## config.mk

```make
export PLATFORM = sky130hd
export DESIGN_NAME = prf_operand_collector
export DESIGN_NICKNAME = d
export VERILOG_FILES = /design/src/rtl/prf_operand_collector.sv
export SDC_FILE = /design/constraint.sdc
export NUM_CORES = 1
export LEC_CHECK = 0
export ABC_AREA = 1
export BUFFER_PORTS_ARGS = -buffer_cell sky130_fd_sc_hd__buf_4
export CORE_AREA = 2 2 209 211
export CTS_CLUSTER_DIAMETER = 40
export DETAILED_ROUTE_END_ITERATION = 6
export DIE_AREA = 0 0 211 213
export SYNTH_ARGS = -nofsm -noshare
export SYNTH_HDL_FRONTEND = slang
export SYNTH_SLANG_ARGS = --single-unit
```

## constraint.sdc

```tcl
create_clock -name CLK -period 3.3 [get_ports CLK]
set_clock_uncertainty 0.05 [all_clocks]
set_input_delay 0.165 -clock CLK [delete_from_list [all_inputs] [get_ports CLK]]
set_output_delay 0.165 -clock CLK [all_outputs]
set_load 0.01 [all_outputs]
```

## src/rtl/prf_operand_collector.sv

```systemverilog
// Operand collector for one op.
// It gathers the A and B source operands from banked PRF read ports or from the
// writeback bus. It then presents the op with both values until downstream takes it.
module prf_operand_collector #(
  parameter int PRF_BANK_COUNT     = 4,
  parameter int LOG_PRF_BANK_COUNT = $clog2(PRF_BANK_COUNT),
  parameter int LOG_PR_COUNT       = 7,
  parameter int TAG_WIDTH          = 8
) (
  input  logic                                                    CLK,
  input  logic                                                    nRST,
  input  logic                                                    op_valid,
  output logic                                                    op_ready,
  input  logic [LOG_PR_COUNT-1:0]                                 op_A_PR,
  input  logic [LOG_PR_COUNT-1:0]                                 op_B_PR,
  input  logic                                                    op_A_needed,
  input  logic                                                    op_B_needed,
  input  logic                                                    op_A_ready,
  input  logic                                                    op_B_ready,
  input  logic [TAG_WIDTH-1:0]                                    op_tag,
  input  logic                                                    kill,
  output logic [1:0]                                              reg_read_req_valid,
  output logic [1:0][LOG_PR_COUNT-1:0]                            reg_read_req_PR,
  input  logic [1:0]                                              reg_read_ack,
  input  logic [1:0]                                              reg_read_port,
  input  logic [PRF_BANK_COUNT-1:0][1:0][31:0]                    reg_read_data_by_bank_by_port,
  input  logic [PRF_BANK_COUNT-1:0]                               WB_bus_valid_by_bank,
  input  logic [PRF_BANK_COUNT-1:0][LOG_PR_COUNT-LOG_PRF_BANK_COUNT-1:0] WB_bus_upper_PR_by_bank,
  input  logic [PRF_BANK_COUNT-1:0][31:0]                         WB_bus_data_by_bank,
  output logic                                                    out_valid,
  input  logic                                                    out_ready,
  output logic [31:0]                                             out_A_data,
  output logic [31:0]                                             out_B_data,
  output logic [TAG_WIDTH-1:0]                                    out_tag
);

  localparam int UPPER_W = LOG_PR_COUNT - LOG_PRF_BANK_COUNT;

  typedef enum logic [1:0] {EMPTY, COLLECT, OUTPUT} top_state_t;
  typedef enum logic [1:0] {OPND_DONE, OPND_REQ, OPND_DATA, OPND_WAIT_WB} opnd_state_t;

  top_state_t           top_state_reg, top_state_next;
  logic [TAG_WIDTH-1:0] tag_reg, tag_next;
  logic                 accept;
  logic [1:0]           opnd_done_next;
  logic [1:0][31:0]     opnd_data;

  assign op_ready = !kill && ((top_state_reg == EMPTY) ||
                              ((top_state_reg == OUTPUT) && out_ready));
  assign accept   = op_valid && op_ready;

  // Top-level next state: moves to OUTPUT as soon as both operands will be DONE.
  always_comb begin
    top_state_next = top_state_reg;
    tag_next       = accept ? op_tag : tag_reg;
    case (top_state_reg)
      EMPTY:   if (accept) top_state_next = COLLECT;
      COLLECT: if (&opnd_done_next) top_state_next = OUTPUT;
      OUTPUT:  if (out_ready) top_state_next = accept ? COLLECT : EMPTY;
      default: top_state_next = EMPTY;
    endcase
    if (kill) top_state_next = EMPTY;
  end

  // Top-level state and tag registers.
  always_ff @(posedge CLK or negedge nRST) begin
    if (!nRST) begin
      top_state_reg <= EMPTY;
      tag_reg       <= '0;
    end else begin
      top_state_reg <= top_state_next;
      tag_reg       <= tag_next;
    end
  end

  generate
    for (genvar gi = 0; gi < 2; gi++) begin : g_opnd
      opnd_state_t               state_reg, state_next;
      logic [LOG_PR_COUNT-1:0]   pr_reg, pr_next;
      logic                      port_reg, port_next;
      logic [31:0]               data_reg, data_next;
      logic [LOG_PR_COUNT-1:0]   in_pr;
      logic                      in_needed, in_ready;
      logic [LOG_PRF_BANK_COUNT-1:0] bank;
      logic [UPPER_W-1:0]        upper;
      logic                      wb_match;

      assign in_pr     = (gi == 0) ? op_A_PR     : op_B_PR;
      assign in_needed = (gi == 0) ? op_A_needed : op_B_needed;
      assign in_ready  = (gi == 0) ? op_A_ready  : op_B_ready;
      assign bank      = pr_reg[LOG_PRF_BANK_COUNT-1:0];
      assign upper     = pr_reg[LOG_PR_COUNT-1:LOG_PRF_BANK_COUNT];
      assign wb_match  = WB_bus_valid_by_bank[bank] &&
                         (WB_bus_upper_PR_by_bank[bank] == upper);

      // Operand next state: a writeback hit in REQ beats a same-cycle read grant.
      always_comb begin
        state_next = state_reg;
        pr_next    = pr_reg;
        port_next  = port_reg;
        data_next  = data_reg;
        if (accept) begin
          pr_next   = in_pr;
          data_next = '0;
          if (!in_needed)    state_next = OPND_DONE;
          else if (in_ready) state_next = OPND_REQ;
          else               state_next = OPND_WAIT_WB;
        end else if (kill) begin
          state_next = OPND_DONE;
        end else begin
          case (state_reg)
            OPND_REQ: begin
              if (wb_match) begin
                data_next  = WB_bus_data_by_bank[bank];
                state_next = OPND_DONE;
              end else if (reg_read_ack[gi]) begin
                port_next  = reg_read_port[gi];
                state_next = OPND_DATA;
              end
            end
            OPND_DATA: begin
              data_next  = reg_read_data_by_bank_by_port[bank][port_reg];
              state_next = OPND_DONE;
            end
            OPND_WAIT_WB: begin
              if (wb_match) begin
                data_next  = WB_bus_data_by_bank[bank];
                state_next = OPND_DONE;
              end
            end
            default: state_next = state_reg;
          endcase
        end
      end

      // Operand state, PR, granted port and captured value.
      always_ff @(posedge CLK or negedge nRST) begin
        if (!nRST) begin
          state_reg <= OPND_DONE;
          pr_reg    <= '0;
          port_reg  <= 1'b0;
          data_reg  <= '0;
        end else begin
          state_reg <= state_next;
          pr_reg    <= pr_next;
          port_reg  <= port_next;
          data_reg  <= data_next;
        end
      end

      assign reg_read_req_valid[gi] = (state_reg == OPND_REQ) && !kill;
      assign reg_read_req_PR[gi]    = pr_reg;
      assign opnd_done_next[gi]     = (state_next == OPND_DONE);
      assign opnd_data[gi]          = data_reg;
    end
  endgenerate

  assign out_valid  = (top_state_reg == OUTPUT);
  assign out_A_data = opnd_data[0];
  assign out_B_data = opnd_data[1];
  assign out_tag    = tag_reg;

endmodule

```

==> impl_metrics.py, run 1 <==
metrics = {
    "setup_path": {
        "r2r_cells": 10,
        "cp-end-kind": "flip-flop",
        "cp_max_fo": 61,
        "required_ns": 3.55,
        "path_class": "flip-flop to flip-flop",
        "worstSetupEndpoint": "out_A_data[16]",
        "r2r_setup_slack_ns": 0.78,
        "regToRegEndpoint": "out_A_data[16]",
        "worstPathArrival_ns": 2.78,
        "reg2reg_from": "g_opnd[0].pr_reg[0]",
        "crit_path_start": "g_opnd[0].pr_reg[0]",
        "startpoint_type": "flip-flop",
    },
    "sta": {
        "worstMarginPinSlew_ns": 0.9672,
        "finalHoldViolations": 0,
        "finalCritPeriodShare_pct": 76.50,
        "finalSetupViolations": 0,
        "whs_ns": 0.02361,
        "finalMaxSlewViolations": 0,
        "slew_headroom_pct": 35.52,
        "timing.fmax_mhz": 396.1,
        "rsz0062_at_grt": "no",
        "fin_crit_ns": 2.524,
        "tns_ns": 0,
        "final.setup.worst_slack_ns": 0.7757,
    },
    "global_route": {
        "antenna_found_initial": 5,
        "gr-total-overflow": 0,
        "grt_busiest_layer": "met2",
        "use_met1_pct": 32.65,
        "track_usage_pct": 29.04,
        "grt_pass1_vias": 15530,
        "grt_max_degree": 147,
        "use_met2_pct": 52.16,
        "grt_pass1_wl_mm": 97.50,
        "use_met3_pct": 6.825,
    },
    "hold_path": {
        "min_path_type": "input port to flip-flop",
    },
    "synth": {
        "netlist_area_um2": 11650,
        "synth_area_leaders": "dfrtp_1 20%, o21ai_0 14%, a21oi_1 14%",
        "synth_adder_area_share_pct": 0,
        "synth_top_family_by_area": "compound AO/OA/AOI/OAI gates",
        "ys_ff_latch": 94,
        "synthCells": 2037,
        "synth_mux_area_share_pct": 0,
        "syn_area_per_cell_um2": 5.720,
        "yosysUniqueCellTypes": 27,
        "synthSimpleGateAreaFrac_pct": 22.19,
        "synth_top_area_cell": "dfrtp_1",
        "yosysWarnings": 0,
        "ys_seq_area_share_pct": 20.19,
        "synth_xor_xnor_area_share_pct": 0,
        "synth_compound_area_share_pct": 40.49,
        "syn_nets": 2480,
        "synth_top_area_share_pct": 20.19,
    },
    "clocking": {
        "clock_latency_ns": 0.38,
        "path_clk_slew_ns": 0.08,
        "post_cts_resized": 0,
        "root_buffer": "clkbuf_16",
        "clock_sinks": 94,
        "cts_tree": "yes",
        "cts_post_setup_buffers_inserted": 0,
        "clock_path_buffers": 2,
        "postCtsHoldBufs": 27,
        "numCtsBuffers": 9,
        "htreeDepth": 3,
    },
    "placement": {
        "port_buffers": 532,
        "place_worst_setup_slack_ns": 0.8364,
        "hpwl_mm": 51.07,
        "dp.cells": 2960,
        "gp_congestion": 0.9362,
        "placedInstanceArea_um2": 15870,
    },
    "routing": {
        "ant_nets": 0,
        "viasPerCell": 5.398,
        "vias": 16220,
        "routed_wl_mm": 67.20,
        "drtIter0Drc": 1634,
        "drt_first_pass_iters": 6,
        "drc": 0,
        "wl_per_cell_um": 22.37,
    },
    "die": {
        "dieArea_um2": 44940,
        "die_w_um": 211,
        "io_pins": 533,
        "initial_core_util_pct": 27.29,
        "core_um2": 42700,
        "die_h_um": 213,
        "core.rowCount": 76,
    },
    "finish": {
        "seq_area_um2": 2362,
        "multi_input_area_um2": 7310,
        "final_net_count": 2895,
        "utilization_pct": 38.46,
        "design_area_um2": 16420,
        "drive_gt1_share_pct": 25.98,
        "syn_to_final_growth_pct": 40.94,
        "nFillCells": 4651,
        "final_cells": 3004,
    },
    "run_status": {
        "status": "finished, final reports clean",
    },
    "power_and_ir_drop": {
        "power.density_nw_per_um2": 537.3,
        "peakVddDrop_mv": 0.3613,
        "p_leak_nw": 8.197,
        "total_power_mw": 8.822,
    },
    "flow_run": {
        "maxCapViolCount": 0,
    },
}
==> worst min path at each step <==
stage | start | end | slack (ns) | depth (start not counted)
after global routing | op_A_PR[0] | g_opnd[0].pr_reg[0] | 0.03 | 3
after floorplan | nRST | g_opnd[0].port_reg | -0.18 | 0
after global placement | op_B_PR[2] | g_opnd[1].pr_reg[2] | 0.31 | 3
after detailed placement | op_B_PR[2] | g_opnd[1].pr_reg[2] | 0.31 | 3
final | reg_read_port[0] | g_opnd[0].port_reg | 0.02 | 3
after CTS | reg_read_port[0] | g_opnd[0].port_reg | 0.004 | 3
==> Yosys cell counts <==
cell type / n
o21ai_0: 332
a21oi_1: 325
inv_1: 307
nand3_1: 217
nand2_1: 189
nor2_1: 147
o211ai_1: 130
clkbuf_1: 121
dfrtp_1: 94
o21ai_1: 44
buf_1: 31
nand2_2: 20
o21ai_2: 20
buf_2: 18
buf_6: 11
nand3b_1: 6
buf_4: 5
inv_2: 4
nand4_1: 3
clkinv_1: 2
nand3_2: 2
nor3_1: 2
o31ai_4: 2
or2_2: 2
a211oi_1: 1
nor2_2: 1
o31ai_1: 1
==> cell usage in the layout, fill, tap and decap left out, types with 3 or more instances in the layout <==
cell and count:
clkbuf_16 9, a21oi_1 325, inv_6 3, nand3_1 217
buf_4 555, o21ai_2 20, nand4_1 3, nor2_1 147
dfrtp_1 88, dlygate4sd3_1 27, o211ai_1 130, o21ai_1 44
o21ai_0 332, nand2_2 20, buf_12 8, dfrtp_2 5
inv_1 307, nand2_1 188, nand3b_1 6
==> where the power goes <==
group / internal, mW / switching [mW]
sequential: 1.55 / 0.366
combinational: 2.12 / 3.70
clock: 0.514 / 0.564
==> logic make-up (layout without fill, tap and decap cells) <==
kind of cell | Yosys count | count (layout)
compound gates | 855 | 855
other cells | 0 | 2
buf+inv | 499 | 918
simple gates | 589 | 589
flops | 94 | 94
==> worst max-delay path, cell delays in order, from the launching register on <==
cell	delay, ns
dfrtp_4	0.65
inv_6	0.26
buf_4	0.53
a21oi_1	0.12
o21ai_0	0.11
nand3_1	0.12
nand3_1	0.25
nand3_1	0.11
inv_1	0.08
nand2_2	0.05
o21ai_2	0.06
==> routing by layer <==
layer | vias up | share of wire, %
li1 | 7704 | -
met1 | 7525 | 37
met2 | 862 | 50
met3 | 119 | 9.0
met4 | 6 | 4.7
met5 | - | 0.065
==> layout make-up <==
class	instances	area share, %
diodes	2	0.03048
clock buffers	9	1.372
clock inverters	6	0.2819
inverters	313	7.262
multi-input cells	1444	44.51
flip-flops and latches	94	14.39
well taps	546	4.160
repair buffers	590	27.99
Power figures use the tool's default switching activity.
==> inputs of run 2 (changes only) <==
--- a/config.mk
+++ b/config.mk
@@ -7,10 +7,10 @@
 export LEC_CHECK = 0
 export ABC_AREA = 1
 export BUFFER_PORTS_ARGS = -buffer_cell sky130_fd_sc_hd__buf_4
-export CORE_AREA = 2 2 209 211
+export CORE_AREA = 2 2 205 207
 export CTS_CLUSTER_DIAMETER = 40
 export DETAILED_ROUTE_END_ITERATION = 6
-export DIE_AREA = 0 0 211 213
+export DIE_AREA = 0 0 207 209
 export SYNTH_ARGS = -nofsm -noshare
 export SYNTH_HDL_FRONTEND = slang
 export SYNTH_SLANG_ARGS = --single-unit
==> constraint.sdc (replaced) <==
create_clock -name CLK -period 2.61 [get_ports CLK]
set_clock_uncertainty 0.05 [all_clocks]
set_input_delay 0.1305 -clock CLK [delete_from_list [all_inputs] [get_ports CLK]]
set_output_delay 0.1305 -clock CLK [all_outputs]
set_load 0.01 [all_outputs]
==> impl_metrics.py, run 2 (synthesis results as in run 1) <==
metrics = {
    "sta": {
        "worstMarginPinSlew_ns": 0.8073,
        "fin_crit_ns": 2.418,
        "timing.fmax_mhz": 413.6,
        "finalHoldViolations": 0,
        "finalSetupViolations": 0,
        "rsz0062_at_grt": "yes",
        "slew_headroom_pct": 46.18,
        "finalMaxSlewViolations": 0,
        "whs_ns": 0.01421,
        "tns_ns": 0,
        "finalCritPeriodShare_pct": 92.64,
    },
    "setup_path": {
        "cp-end-kind": "flip-flop",
        "crit_cells": 12,
        "r2r_cells": 12,
        "cp_top_family": "buffers and inverters",
        "cp_max_fo": 32,
        "max_stage_delay_ns": 0.61,
        "cp_common_cell": "nand2_1",
        "cp.buffers_inverters": 3,
        "path_cells": "inv_8 > nand2_1 > nand3_1 > nand2_1 > nand2_1 > nand2_1 > nor2_1 > nand3_2 > o31ai_4 > buf_4 > buf_12 > o21ai_1",
        "crit_slowest_cell": "dfrtp_4",
        "path_class": "flip-flop to flip-flop",
        "worstPathArrival_ns": 2.62,
        "required_ns": 2.82,
        "startpoint_type": "flip-flop",
    },
    "power_and_ir_drop": {
        "switching_share_pct": 51.05,
        "p_seq_share_pct": 21.4,
        "p_sw_mw": 5.782,
        "p_leak_nw": 8.325,
        "internal-power_mw": 5.544,
        "power.density_nw_per_um2": 679.1,
        "pwr-share-clk_pct": 12.9,
        "p_comb_share_pct": 65.7,
        "peakVddDrop_mv": 0.3899,
    },
    "global_route": {
        "antenna_found_initial": 1,
        "grt_pass1_vias": 15500,
        "grt_max_degree": 117,
        "gr-total-overflow": 0,
        "track_usage_pct": 28.78,
        "grt_pass1_wl_mm": 96.34,
    },
    "clocking": {
        "root_buffer": "clkbuf_16",
        "clock_sinks": 94,
        "numCtsBuffers": 9,
        "clock_path_buffers": 2,
        "path_clk_slew_ns": 0.08,
        "clock_latency_ns": 0.37,
        "htreeDepth": 3,
        "cts_tree": "yes",
    },
    "finish": {
        "drive_gt1_share_pct": 26.33,
        "final_cells": 3008,
        "final_net_count": 2907,
        "final_common_cell": "buf_4",
        "final_cell_mix": "557 x buf_4, 332 x o21ai_0, 325 x a21oi_1",
        "antenna_cells": 0,
        "syn_to_final_growth_pct": 43.14,
    },
    "placement": {
        "hpwl_mm": 49.39,
        "gp_congestion": 0.9249,
        "dp.cells": 2962,
        "port_buffers": 532,
    },
    "die": {
        "core_um2": 41290,
        "dieArea_um2": 43260,
        "io_pins": 533,
        "core.rowCount": 75,
        "die_h_um": 209,
        "initial_core_util_pct": 28.22,
        "die_w_um": 207,
    },
    "routing": {
        "ant_nets": 0,
        "drt_first_pass_iters": 6,
        "vias": 16110,
        "drtIter0Drc": 1489,
        "wl_per_cell_um": 21.47,
        "routed_wl_mm": 64.57,
        "drc": 0,
        "viasPerCell": 5.355,
    },
    "flow_run": {
        "maxCapViolCount": 0,
    },
    "run_status": {
        "status": "finished, final reports clean",
    },
    "hold_path": {
        "min_path_type": "input port to flip-flop",
        "min_path_cells": 3,
    },
}
run 2: final cells by class:
cell class / count / area, µm²
clock inverters: 7 / 86.33
repair buffers: 602 / 4817
well taps: 539 / 674.4
multi-input cells: 1444 / 7310
flip-flops and latches: 94 / 2365
inverters: 313 / 1200
fillers: 4466 / 24610
clock buffers: 9 / 225.2
run 2: power by group through the flow:
stage	combinational [mW]	clock, mW	sequential [mW]
finish	7.44	1.46	2.43
global route	8.20	1.54	2.49
CTS	7.47	1.49	2.43
detailed placement	7.42	0	2.44
global placement	7.34	0	2.44
floorplan	3.92	0	2.48
run 2: repair_timing:
| action | in CTS | in global routing |
|---|---|---|
| buffers inserted | 0 | 2 |
| setup endpoints to repair | 0 | 34 |
| hold buffers | 27 | 0 |
| gates resized for setup | 0 | 7 |
| endpoints found under the hold margin | 120 | 0 |
run 2: stage by stage:
step / utilization (%) / setup slack (ns) / cell area [µm²] / total power [mW]
floorplan: - / 0.5027 / 11650 / 6.398
global placement: 38.86 / 0.2139 / 16050 / 9.780
detailed placement: 38.86 / 0.1897 / 16050 / 9.863
CTS: 40.27 / 0.1791 / 16630 / 11.39
global route: 40.39 / -0.03470 / 16680 / 12.22
finish: 40.39 / 0.1921 / 16680 / 11.33
run 2: worst min-delay path: stages:
cell and delay (ns):
buf_4 0.11, nor2_1 0.05, a21oi_1 0.10
run 2: final timing paths:
kind / endpoint / slack, ns / from
worst max-delay path: out_A_data[1] / 0.19 / g_opnd[0].pr_reg[0]
worst min-delay path: g_opnd[1].port_reg / 0.01 / reg_read_port[1]
worst max register to register: out_A_data[1] / 0.19 / g_opnd[0].pr_reg[0]
worst min register to register: out_tag[6] / 0.44 / out_tag[6]
max in group asynchronous: g_opnd[0].pr_reg[0] / 1.73 / nRST
min in group asynchronous: out_A_data[0] / 0.31 / nRST
run 2: metal layers:
metal  track usage, %  routed length (µm)
met1            33.70               24710
met2            51.26               31990
met3            5.936                5199
met4            11.35                2662
met5                0                  16
